$ cat src/rtl/ascii_hex_pkg.sv
`default_nettype none
// ============================================================================
// Module   : ascii_hex_pkg
// Purpose  : Shared character codes, error codes and state type for the
//            ASCII hex word accumulator.
// Revision : 1.0 - initial release
// ============================================================================
package ascii_hex_pkg;

  localparam logic [7:0] CHR_0  = 8'h30;
  localparam logic [7:0] CHR_9  = 8'h39;
  localparam logic [7:0] CHR_UA = 8'h41;
  localparam logic [7:0] CHR_UF = 8'h46;
  localparam logic [7:0] CHR_LA = 8'h61;
  localparam logic [7:0] CHR_LF = 8'h66;
  localparam logic [7:0] CHR_CR = 8'h0D;

  localparam logic [1:0] ERR_NONE   = 2'b00;
  localparam logic [1:0] ERR_BADCHR = 2'b01;
  localparam logic [1:0] ERR_TMO    = 2'b10;

  typedef enum logic [0:0] {
    ST_IDLE  = 1'b0,
    ST_ACCUM = 1'b1
  } state_t;

endpackage
`default_nettype wire

$ cat src/rtl/ascii_hex_nibble.sv
`default_nettype none
// ============================================================================
// Module   : ascii_hex_nibble
// Purpose  : Combinational classifier turning one ASCII byte into a hex nibble.
// Revision : 1.0 - initial release
// ============================================================================
module ascii_hex_nibble
  import ascii_hex_pkg::*;
#(
  parameter bit LOWER_EN = 1'b1
) (
  input  logic [7:0] in_data,
  output logic       is_hex,
  output logic [3:0] nibble
);

  logic w_dec;
  logic w_upper;
  logic w_lower;

  assign w_dec   = (in_data >= CHR_0)  && (in_data <= CHR_9);
  assign w_upper = (in_data >= CHR_UA) && (in_data <= CHR_UF);
  assign w_lower = LOWER_EN && (in_data >= CHR_LA) && (in_data <= CHR_LF);

  assign is_hex = w_dec | w_upper | w_lower;
  // Both letter ranges start at low nibble 1, so +9 maps them onto 10..15.
  assign nibble = w_dec ? in_data[3:0] : (in_data[3:0] + 4'd9);

endmodule
`default_nettype wire

$ cat src/rtl/ascii_hex_accum.sv
`default_nettype none
// ============================================================================
// Module   : ascii_hex_accum
// Purpose  : Shifts received ASCII hex digits into a word and emits it when
//            full or on a terminator; flags bad characters and timeouts.
// Revision : 1.0 - initial release
// ============================================================================
module ascii_hex_accum
  import ascii_hex_pkg::*;
#(
  parameter int         DIGITS      = 4,
  parameter bit         LOWER_EN    = 1'b1,
  parameter logic [7:0] TERM_CHAR   = CHR_CR,
  parameter int         TIMEOUT_CYC = 0,
  localparam int        WIDTH       = 4 * DIGITS,
  localparam int        LW          = $clog2(DIGITS + 1)
) (
  input  logic             clk,
  input  logic             rst,
  input  logic             in_valid,
  input  logic [7:0]       in_data,
  output logic             word_valid,
  output logic [WIDTH-1:0] word_data,
  output logic [LW-1:0]    word_len,
  output logic             err,
  output logic [1:0]       err_code,
  output logic             busy
);

  localparam int            TW          = (TIMEOUT_CYC > 1) ? $clog2(TIMEOUT_CYC) : 1;
  localparam logic [LW-1:0] c_cnt_last  = LW'(DIGITS - 1);
  localparam logic [LW-1:0] c_full_len  = LW'(DIGITS);
  localparam logic [TW-1:0] c_tmo_last  = (TIMEOUT_CYC > 0) ? TW'(TIMEOUT_CYC - 1) : '0;

  state_t           r_state, w_state_nxt;
  logic [WIDTH-1:0] r_acc, w_acc_nxt;
  logic [LW-1:0]    r_cnt, w_cnt_nxt;
  logic [TW-1:0]    r_tmo, w_tmo_nxt;
  logic             w_wv_nxt;
  logic [WIDTH-1:0] w_wd_nxt;
  logic [LW-1:0]    w_wl_nxt;
  logic             w_err_nxt;
  logic [1:0]       w_ec_nxt;

  logic             w_is_hex;
  logic [3:0]       w_nib;
  logic [WIDTH-1:0] w_shifted;

  ascii_hex_nibble #(
    .LOWER_EN (LOWER_EN)
  ) u_nibble (
    .in_data (in_data),
    .is_hex  (w_is_hex),
    .nibble  (w_nib)
  );

  if (DIGITS == 1) begin : g_shift_one
    assign w_shifted = w_nib;
  end else begin : g_shift_multi
    assign w_shifted = {r_acc[WIDTH-5:0], w_nib};
  end

  always_comb begin
    w_state_nxt = r_state;
    w_acc_nxt   = r_acc;
    w_cnt_nxt   = r_cnt;
    w_tmo_nxt   = r_tmo;
    w_wv_nxt    = 1'b0;
    w_wd_nxt    = word_data;
    w_wl_nxt    = word_len;
    w_err_nxt   = 1'b0;
    w_ec_nxt    = err_code;

    if (in_valid) begin
      w_tmo_nxt = '0;
      // Terminator is tested first so it wins over a colliding digit code.
      if (in_data == TERM_CHAR) begin
        if (r_state == ST_ACCUM) begin
          w_wv_nxt    = 1'b1;
          w_wd_nxt    = r_acc;
          w_wl_nxt    = r_cnt;
          w_acc_nxt   = '0;
          w_cnt_nxt   = '0;
          w_state_nxt = ST_IDLE;
        end
      end else if (w_is_hex) begin
        if (r_cnt == c_cnt_last) begin
          w_wv_nxt    = 1'b1;
          w_wd_nxt    = w_shifted;
          w_wl_nxt    = c_full_len;
          w_acc_nxt   = '0;
          w_cnt_nxt   = '0;
          w_state_nxt = ST_IDLE;
        end else begin
          w_acc_nxt   = w_shifted;
          w_cnt_nxt   = r_cnt + LW'(1);
          w_state_nxt = ST_ACCUM;
        end
      end else begin
        w_err_nxt   = 1'b1;
        w_ec_nxt    = ERR_BADCHR;
        w_acc_nxt   = '0;
        w_cnt_nxt   = '0;
        w_state_nxt = ST_IDLE;
      end
    end else if ((TIMEOUT_CYC > 0) && (r_state == ST_ACCUM)) begin
      if (r_tmo == c_tmo_last) begin
        w_err_nxt   = 1'b1;
        w_ec_nxt    = ERR_TMO;
        w_acc_nxt   = '0;
        w_cnt_nxt   = '0;
        w_tmo_nxt   = '0;
        w_state_nxt = ST_IDLE;
      end else begin
        w_tmo_nxt = r_tmo + TW'(1);
      end
    end
  end

  always_ff @(posedge clk or posedge rst) begin
    if (rst) begin
      r_state    <= ST_IDLE;
      r_acc      <= '0;
      r_cnt      <= '0;
      r_tmo      <= '0;
      word_valid <= 1'b0;
      word_data  <= '0;
      word_len   <= '0;
      err        <= 1'b0;
      err_code   <= ERR_NONE;
    end else begin
      r_state    <= w_state_nxt;
      r_acc      <= w_acc_nxt;
      r_cnt      <= w_cnt_nxt;
      r_tmo      <= w_tmo_nxt;
      word_valid <= w_wv_nxt;
      word_data  <= w_wd_nxt;
      word_len   <= w_wl_nxt;
      err        <= w_err_nxt;
      err_code   <= w_ec_nxt;
    end
  end

  assign busy = (r_state == ST_ACCUM);

endmodule
`default_nettype wire

$ cat config.mk
export PLATFORM = sky130hd
export DESIGN_NAME = ascii_hex_accum
export DESIGN_NICKNAME = d
export VERILOG_FILES = /design/src/rtl/ascii_hex_pkg.sv /design/src/rtl/ascii_hex_nibble.sv /design/src/rtl/ascii_hex_accum.sv
export SDC_FILE = /design/constraint.sdc
export NUM_CORES = 1
export LEC_CHECK = 0
export CAP_MARGIN = 5
export CORE_ASPECT_RATIO = 0.5
export CORE_MARGIN = 5
export CORE_UTILIZATION = 51
export DETAILED_ROUTE_END_ITERATION = 16
export PLACE_DENSITY = 0.82
export SLEW_MARGIN = 20
export SYNTH_ARGS = -nofsm -noshare
export SYNTH_HDL_FRONTEND = slang
export SYNTH_SLANG_ARGS = --single-unit
$ cat constraint.sdc
create_clock -name clk -period 2.6 [get_ports clk]
set_clock_uncertainty 0.2 [all_clocks]
set_input_delay 0.65 -clock clk [delete_from_list [all_inputs] [get_ports clk]]
set_output_delay 0.65 -clock clk [all_outputs]
set_load 0.02 [all_outputs]
==> out/qor.csv, run 1 <==
metric,value,unit
ys flop type,dfrtp_1,
Tightest Pin Transition,0.6942,ns
yosys warns,0,
clock sinks,42,
Mapped Cells,172,
Post-synth EDFFs,0,
Critical R2R Capture,word_data[0],
"flops & latches, synth",42,
DRT Wirelength,4812,µm
Vias,1597,
root buf cell,clkbuf_8,
maximum VDD drop,0.2726,mV
status,"finished, final reports clean",
cell area power density,489.5,nW/µm²
# rows,15,
Tmin final,2.582,ns
first drt pass iteration count,6,
"Hold Vio Cnt, Final",0,
crit end category,flop,
die height,53.18,µm
gr usage total,20.90,%
Layout area overhead,43.29,%
setup TNS,0,ns
crit-path max FO,4,
total die area,5124,µm²
Num CTS Buffers,5,
RSZ-0062 raised after global routing,true,
antenna-violating nets left,0,
Final setup viols,0,
clk_lat worst skew,0.30,ns
Synth cell types,44,
CTS max path bufs,2,
CP Data Required Time,2.59,ns
initial DRC count,80,
crit path DAT,2.57,ns
wire length per cell,16.54,µm
FF-to-FF setup slack,0.51,ns
Hold EP,err_code[0],
Final Cycle Share,99.30,%
HPWL after DPL,3198,µm
Final Power,1.334,mW
Min-Delay Path Class,flop to flop,
Critical Path Slowest Stage Cell,clkdlybuf4s50_1,
Placed Instance Area,2480,µm²
clk slew on worst S/H paths,0.08,ns
Rel. slew slack,53.13,%
Post-Synthesis Net Count,188,
total grt overflow,0,
ys async rst share,100.0,%
Core ar.,3510,µm²
max-slew violations,0,
vias in the first global route,1669,
min-delay src,err_code[0],
CP max stage delay,0.43,ns
Final Instance Area,2725,µm²
startpoint types,input port,
largest net degree at the start of global routing,43,
max-cap check violation count,0,
Max H-tree Level,2,
post-synthesis sequential area ratio,55.26,%
Crit Path Class,input port to flop,
Fmax achieved,0.3873,GHz
# fillers,221,
CTS tree,yes,
layout cell share with drive strength beyond 1,25.00,%
worst hold stages,1,
Placement Setup Slack,-0.5165,ns
worst r2r src,r_cnt[0],
Inserted Diodes,0,
initial antenna violation count,0,
"Cell Chain, Critical Path",clkdlybuf4s50_1 > buf_4 > nand3b_1 > nor4_4 > mux2i_1 > o21ai_1 > mux2_4,
final worst slack,0.01818,ns
Vias/cell,5.488,
Die Width,96.36,µm
final net count,255,
Reg2Reg Depth,6,
Syn Area/Cell,11.06,µm²
# DRC,0,
Mapped Area,1902,µm²
first-pass GRT wire length,7810,µm
leakage,1.325,nW
PortBufs,33,
initial core utilization,54.19,%
GP Congestion,0.8979,
# IOs,35,
Layout Utilization,77.65,%
[per-layer routing]
metal	part of all wire (%)	vias up	global-route usage, %
met1	43	776	25.09
met5	0	-	0
met4	2.0	0	11.16
met3	4.6	9	4.119
li1	-	765	-
met2	50	47	35.89
[area by class of cell]
cell class / count / area (µm²) / share of cell area [%]
clock buffers: 6 / 72.57 / 2.663
well taps: 51 / 63.81 / 2.342
inverters: 19 / 71.32 / 2.617
repair buffers: 67 / 598.1 / 21.95
multi-input cells: 104 / 830.8 / 30.49
clock inverters: 2 / 37.54 / 1.377
flip-flops and latches: 42 / 1051 / 38.57
[worst max path at each step]
stage | startpoint | endpoint | slack, ns | cells past startpoint
after floorplan | in_data[0] | word_data[1] | 0.09 | 8
after global placement | in_data[0] | r_acc[3] | -0.43 | 8
after detailed placement | in_data[0] | r_acc[3] | -0.52 | 8
after CTS | in_data[7] | word_data[3] | 0.001 | 8
after global routing | in_data[6] | word_data[1] | -0.04 | 7
final | in_data[6] | word_data[1] | 0.02 | 7
[through the flow]
step	instances	hold slack [ns]
after floorplan	172	0.2741
after CTS	287	0.2728
final	291	0.2732
after global routing	291	0.3035
after global placement	277	0.2499
after detailed placement	277	0.2546
[kinds of logic (layout without fill, tap and decap cells)]
| group | after synthesis | after routing | synth area share [%] |
|---|---|---|---|
| compound gates | 61 | 61 | 22.83 |
| flops | 42 | 42 | 55.26 |
| simple gates | 34 | 34 | 11.12 |
| buf+inv | 26 | 94 | 5.526 |
| fa+ha+maj | 5 | 5 | 3.289 |
| mux | 2 | 2 | 1.316 |
| other cells | 1 | 1 | 0.1972 |
| xor+xnor | 1 | 1 | 0.4606 |
[report_power, final]
part / total [mW] / leakage (nW) / internal [mW] / switching, mW
Sequential: 0.671 / 0.511 / 0.663 / 0.00827
Clock: 0.512 / 0.0514 / 0.286 / 0.226
Combinational: 0.150 / 0.763 / 0.0714 / 0.0787
Total: 1.33 / 1.32 / 1.02 / 0.313
[synthesized netlist by cell type, drive strengths merged, types with 2 or more instances]
library cell	count	area [µm²]
clkbuf	3	11.26
a22o	15	131.4
nor3	5	30.03
a21oi	12	60.06
o22ai	12	75.07
o21ai	9	45.04
or3	2	12.51
nor2b	2	12.51
nor3b	3	22.52
nand3	2	10.01
inv	19	71.31
and3	4	25.02
buf	4	22.52
dfrtp	42	1051
nand2	7	26.28
ha	5	62.56
o31a	2	17.52
[flip-flops by register name (all words and copies together) (netlist names)]
signal	cells
busy	1
err	1
err_code	1
r_acc	16
r_cnt	3
word_data	16
word_len	3
word_valid	1
[timing repair]
item,CTS,global route
gates cloned,0,0
hold buffers,0,0
resized for setup,12,8
endpoints found under the setup margin,25,26
buffers inserted,2,4
pin swaps,4,3
[placed cells by master, fill, tap and decap left out, types with 2 or more instances in the layout]
master / count
dfrtp_1: 42
buf_4: 33
clkdlybuf4s50_1: 30
inv_1: 17
a22o_1: 15
o22ai_1: 12
a21oi_1: 12
nand2_1: 7
o21ai_0: 5
clkbuf_8: 5
nor3_1: 3
and3_1: 3
o21ai_1: 3
ha_1: 3
nor2b_1: 2
nand3_1: 2
o31a_1: 2
nor3_2: 2
nor3b_1: 2
or3_4: 2
inv_2: 2
dlygate4sd2_1: 2
[critical path: cells and delay by family]
kind,cells,cell delay (ns)
mux,2,0.56
simple gates,2,0.65
compound gates,1,0.11
buf+inv,2,0.59
(Power assumes the default switching activity.)
==> run 2: changes to the inputs <==
--- a/config.mk
+++ b/config.mk
@@ -9,6 +9,7 @@
 export CORE_ASPECT_RATIO = 0.5
 export CORE_MARGIN = 5
 export CORE_UTILIZATION = 51
+export CTS_CLUSTER_DIAMETER = 60
 export DETAILED_ROUTE_END_ITERATION = 16
 export PLACE_DENSITY = 0.82
 export SLEW_MARGIN = 20
==> results of run 2 <==
Final layout, timing and power as in run 1 (identical DEF).
